**src/rtl/rr_arb_pkg.sv**
```systemverilog
// Shared constants, FSM state type and helpers for the 8-way round-robin arbiter.
package rr_arb_pkg;

  localparam int unsigned NREQ  = 8;
  localparam int unsigned IDX_W = 3;

  typedef enum logic {
    IDLE = 1'b0,
    BUSY = 1'b1
  } state_e;

  function automatic logic [NREQ-1:0] onehot(
    input logic [IDX_W-1:0] idx
  );
    logic [NREQ-1:0] v;
    v      = '0;
    v[idx] = 1'b1;
    return v;
  endfunction

endpackage

```
**src/rtl/rr_pick.sv**
```systemverilog
// Combinational rotating priority search: first set req bit at or after start,
// wrapping 7->0.
module rr_pick
  import rr_arb_pkg::*;
(
  input  logic [NREQ-1:0]  req,
  input  logic [IDX_W-1:0] start,
  output logic             found,
  output logic [IDX_W-1:0] idx
);

  logic [IDX_W-1:0] pos;

  // Walk offsets from farthest to nearest so the nearest hit overwrites.
  always_comb begin
    found = |req;
    idx   = '0;
    pos   = '0;
    for (int k = NREQ - 1; k >= 0; k--) begin
      pos = start + IDX_W'(k);
      if (req[pos]) begin
        idx = pos;
      end
    end
  end

endmodule

```
**src/rtl/rr_arbiter8.sv**
```systemverilog
// Round-robin arbiter for 8 requesters with hold-until-release grants.
// Optional hold timeout enabled by defining RR_ARBITER8_TIMEOUT_EN.
module rr_arbiter8
  import rr_arb_pkg::*;
#(
  parameter int unsigned MAX_HOLD = 16
) (
  input  logic             clk,
  input  logic             rst_n,
  input  logic [NREQ-1:0]  req,
  input  logic             release_i,
  output logic [NREQ-1:0]  grant,
  output logic [IDX_W-1:0] grant_idx,
  output logic             grant_valid,
  output logic             timeout_o
);

  state_e           state_q, state_d;
  logic [NREQ-1:0]  grant_q, grant_d;
  logic [IDX_W-1:0] idx_q, idx_d;
  logic [IDX_W-1:0] last_q, last_d;
  logic             valid_q, valid_d;
  logic             to_q, to_d;

  logic             busy;
  logic             rel_own;
  logic             force_rel;
  logic             end_grant;
  logic             new_grant;
  logic [IDX_W-1:0] start;
  logic             pick_found;
  logic [IDX_W-1:0] pick_idx;

  assign busy    = (state_q == BUSY);
  assign rel_own = release_i | ~req[idx_q];

  // While busy the last-served index is the current owner.
  assign start = busy ? idx_q + 3'd1
                      : last_q + 3'd1;

  rr_pick u_pick (
    .req   (req),
    .start (start),
    .found (pick_found),
    .idx   (pick_idx)
  );

`ifdef RR_ARBITER8_TIMEOUT_EN
  localparam int unsigned CNT_W = $clog2(MAX_HOLD);
  localparam logic [CNT_W-1:0] CNT_MAX = CNT_W'(MAX_HOLD - 1);

  logic [CNT_W-1:0] cnt_q, cnt_d;

  assign force_rel = busy & ~rel_own
                   & (cnt_q == CNT_MAX);

  always_comb begin
    cnt_d = cnt_q;
    if (new_grant) begin
      cnt_d = '0;
    end else if (busy) begin
      cnt_d = cnt_q + 1'b1;
    end
  end

  always_ff @(posedge clk or negedge rst_n) begin
    if (!rst_n) begin
      cnt_q <= '0;
    end else begin
      cnt_q <= cnt_d;
    end
  end
`else
  assign force_rel = 1'b0;
`endif

  assign end_grant = busy & (rel_own | force_rel);
  assign new_grant = pick_found & (~busy | end_grant);

  always_comb begin
    state_d = state_q;
    grant_d = grant_q;
    idx_d   = idx_q;
    last_d  = last_q;
    valid_d = valid_q;
    to_d    = 1'b0;
    unique case (state_q)
      IDLE: begin
        if (pick_found) begin
          state_d = BUSY;
          grant_d = onehot(pick_idx);
          idx_d   = pick_idx;
          valid_d = 1'b1;
        end
      end
      BUSY: begin
        if (end_grant) begin
          last_d = idx_q;
          to_d   = force_rel;
          if (pick_found) begin
            grant_d = onehot(pick_idx);
            idx_d   = pick_idx;
          end else begin
            state_d = IDLE;
            grant_d = '0;
            valid_d = 1'b0;
          end
        end
      end
      default: begin
        state_d = IDLE;
        grant_d = '0;
        valid_d = 1'b0;
      end
    endcase
  end

  always_ff @(posedge clk or negedge rst_n) begin
    if (!rst_n) begin
      state_q <= IDLE;
      grant_q <= '0;
      idx_q   <= '0;
      last_q  <= 3'd7;
      valid_q <= 1'b0;
      to_q    <= 1'b0;
    end else begin
      state_q <= state_d;
      grant_q <= grant_d;
      idx_q   <= idx_d;
      last_q  <= last_d;
      valid_q <= valid_d;
      to_q    <= to_d;
    end
  end

  assign grant       = grant_q;
  assign grant_idx   = idx_q;
  assign grant_valid = valid_q;
  assign timeout_o   = to_q;

endmodule

```
**config.mk**
```make
export PLATFORM = sky130hd
export DESIGN_NAME = rr_arbiter8
export DESIGN_NICKNAME = d
export VERILOG_FILES = /design/src/rtl/rr_arb_pkg.sv /design/src/rtl/rr_pick.sv /design/src/rtl/rr_arbiter8.sv
export SDC_FILE = /design/constraint.sdc
export NUM_CORES = 1
export LEC_CHECK = 0
export ABC_CLOCK_PERIOD_IN_PS = 10510
export CORE_MARGIN = 2
export CORE_UTILIZATION = 45
export DETAILED_ROUTE_END_ITERATION = 10
export PLACE_DENSITY = 0.79
export SYNTH_ARGS = -nofsm -noshare
export SYNTH_HDL_FRONTEND = slang
export SYNTH_HIERARCHICAL = 1
export SYNTH_SLANG_ARGS = --single-unit
```
**constraint.sdc**
```tcl
create_clock -name clk -period 10.51 [get_ports clk]
set_input_delay 2.102 -clock clk [delete_from_list [all_inputs] [get_ports clk]]
set_output_delay 2.102 -clock clk [all_outputs]
set_load 0.01 [all_outputs]
```
==> flow_metrics.tcl <==
set metrics [dict create \
    skew_ns 0.00698 \
    cts_hold_buf 0 \
    grt_util_all_layers_pct 18.5 \
    finalSetupViolCount 0 \
    seqCellArea_sq_um 404 \
    maxCapViolations 0 \
    die_area_sq_um 4160 \
    fillers 289 \
    fp.dieW_microns 64.5 \
    critical_path_arrival_ns 4.94 \
    crit_top_cell "o311a_1" \
    syn_nets 169 \
    min_from "last_q[2]$_DFFE_PN1P_" \
    die_h_microns 64.5 \
    cts_tree "yes" \
    cts-resized-gates 0 \
    clk_pin_slew_ns 0.09 \
    htree_levels 1 \
    cts_sinks 16 \
    r2r-start "grant_idx[0]$_DFFE_PN0P_" \
    core_area_sq_um 3420 \
    hold_violations 0 \
    startpoint "req[6]" \
    cp-start-kind "input port" \
    status "complete, no violations" \
    synth_seq_cells 16 \
    vias 1376 \
    crit_required_ns 10.74 \
    synth_area_leaders "dfrtp_1 (20%), mux4_2 (12%), mux2i_1 (6.1%), dfstp_2 (4.8%), mux4_1 (4.8%)" \
    cts_inserted_buffers 3 \
    crit_buf_inv 1 \
    yosysTopAreaCell "dfrtp_1" \
    io_buffer_count 22 \
    cp-end-kind "register" \
    multi_input_area_sq_um 1150 \
    cts_setup_buffers 0 \
    wl_mm 3.64 \
    nets 189 \
    synth_top_area_share_pct 19.7 \
    clk_latency_ns 0.28 \
    gp_congestion 0.898 \
    ys_seq_area_share_pct 24.5 \
    antenna_left 0 \
    initial_utilization_pct 48.2 \
    slew_violations 0 \
    post_drt_wl_per_cell_microns 16.5 \
    final_cell_mix "clkdlybuf4s50_1 (22), dfrtp_1 (13), mux2i_1 (10), inv_1 (10), mux4_2 (9)" \
    drc 0 \
    fin_crit_sh_pct 44.9 \
    drive_gt1_share_pct 21.3 \
    rsz0062_at_grt "false" \
    rows 21 \
    grt_pass1_wl_mm 6.20 \
    synth_cell_type_count 52 \
    layout_commonest_cell "clkdlybuf4s50_1" \
    synth_cells 155 \
    period_minus_slack_ns 4.72 \
    root_buffer "clkbuf_4" \
    antenna_found_initial 0 \
    synth_edf_count 0 \
    setup_tns_ns 0 \
    yosys_warnings 6 \
    maxSlewHeadroom_pct 30.0 \
    ys_async_sr_fraction_pct 100 \
    dr.pass1.iters 4 \
    synth-main-ff-cell "dfrtp_1" \
    drt_iter0_drc 90 \
    critPathTopFamily "multiplexers" \
    hpwl_mm 2.79 \
    path_cells "clkdlybuf4s50_1 > mux4_1 > mux2_4 > o311a_1 > o311a_1 > nor2b_1 > and3_1 > a22o_2" \
    syn_area_sq_um 1650 \
    max_freq_ghz 0.212 \
    synth.avg_cell_area_sq_um 10.6 \
    worstPathMaxFanout 8 \
    syn2layout_area_growth_pct 16.2 \
    ios 24 \
    grt_overflow 0 \
    vias_per_cell 6.25 \
    clock_path_buffers 2 \
    grt_pass1_vias 1321 \
    hp-class "reg2reg" \
    cpPeakStageDelay_ns 0.68 \
    diodes 0 \
    crit_type "in2reg" \
    grt_max_degree 18 \
    tightest_slew_ns 1.04 \
    crit_slowest_cell "mux4_1" \
]
kinds of logic after synthesis:
| group | share of synthesized area (%) |
|---|---|
| buffers and inverters | 5.54 |
| flip-flops | 24.5 |
| multiplexers | 30.7 |
| AO/OA/AOI/OAI | 23.5 |
| AND/OR/NAND/NOR | 10.6 |
| other | 0.228 |
| XOR/XNOR | 2.66 |
| adder cells (fa/ha/maj) | 2.28 |
area by class of cell:
class                   count  share of cell area [%]
multi-input cells         121                    60.2
flip-flops and latches     16                    21.1
repair buffers             23                    11.9
well taps                  46                    3.00
inverters                  10                    1.96
clock buffers               4                    1.89
worst paths after layout:
check	to	slack, ns	cells past startpoint
max in group asynchronous	grant_idx[1]$_DFFE_PN0P_	7.85	1
min	last_q[2]$_DFFE_PN1P_	0.48	2
min in group asynchronous	grant[0]$_DFFE_PN0P_	2.23	1
max	grant[6]$_DFFE_PN0P_	5.79	8
max reg2reg	grant[6]$_DFFE_PN0P_	5.83	13
min reg2reg	last_q[2]$_DFFE_PN1P_	0.48	2
registers in the layout, summed over array words and instances, names as in the netlist:
register,flops
last_q,3
busy,1
grant_idx,3
grant_valid,1
grant,8
cells in the mapped netlist (2+ instances only):
cell type,instances
ha_1,3
o21ai_0,5
nor4_1,2
a32o_1,7
dfrtp_1,13
buf_2,4
and2_1,3
inv_1,10
a22oi_1,5
mux2_4,3
dfstp_2,3
xor2_1,3
mux2_2,7
nor2_1,8
o311a_1,2
nand2_1,8
buf_6,2
a22o_2,2
xnor2_1,2
mux4_2,9
a21oi_1,8
and3_1,2
nor2b_1,4
mux2i_1,10
mux4_1,3
per-layer routing:
metal	track usage [%]	part of all wire (%)	up-vias
met5	0	0	-
met4	5.85	0.99	0
met3	1.04	4.0	4
met2	32.0	50	48
met1	25.0	45	674
li1	-	-	650
worst register-to-register path, stage by stage, from the launching register on:
cell,delay [ns]
dfrtp_1,0.52
mux2i_1,0.19
buf_4,0.24
inv_1,0.07
ha_1,0.74
inv_1,0.21
ha_1,0.54
mux4_1,0.47
mux2_4,0.35
o311a_1,0.35
o311a_1,0.32
nor2b_1,0.27
and3_1,0.20
a22o_2,0.14
through the flow:
stage / hold slack, ns / instance area [sq um] / setup slack (ns) / util (%) / cells
after floorplan: 0.442 / 1650 / 6.34 / - / 155
after global placement: 0.452 / 1880 / 5.53 / 55.0 / 216
after detailed placement: 0.470 / 1880 / 5.50 / 55.0 / 216
after CTS: 0.484 / 1920 / 5.80 / 56.1 / 220
after global routing: 0.512 / 1920 / 5.45 / 56.1 / 220
final: 0.482 / 1920 / 5.79 / 56.1 / 220
Power is left out: the tool's default activity adds up to more than one toggle a clock period on the data nets, which glitch-free logic cannot reach.
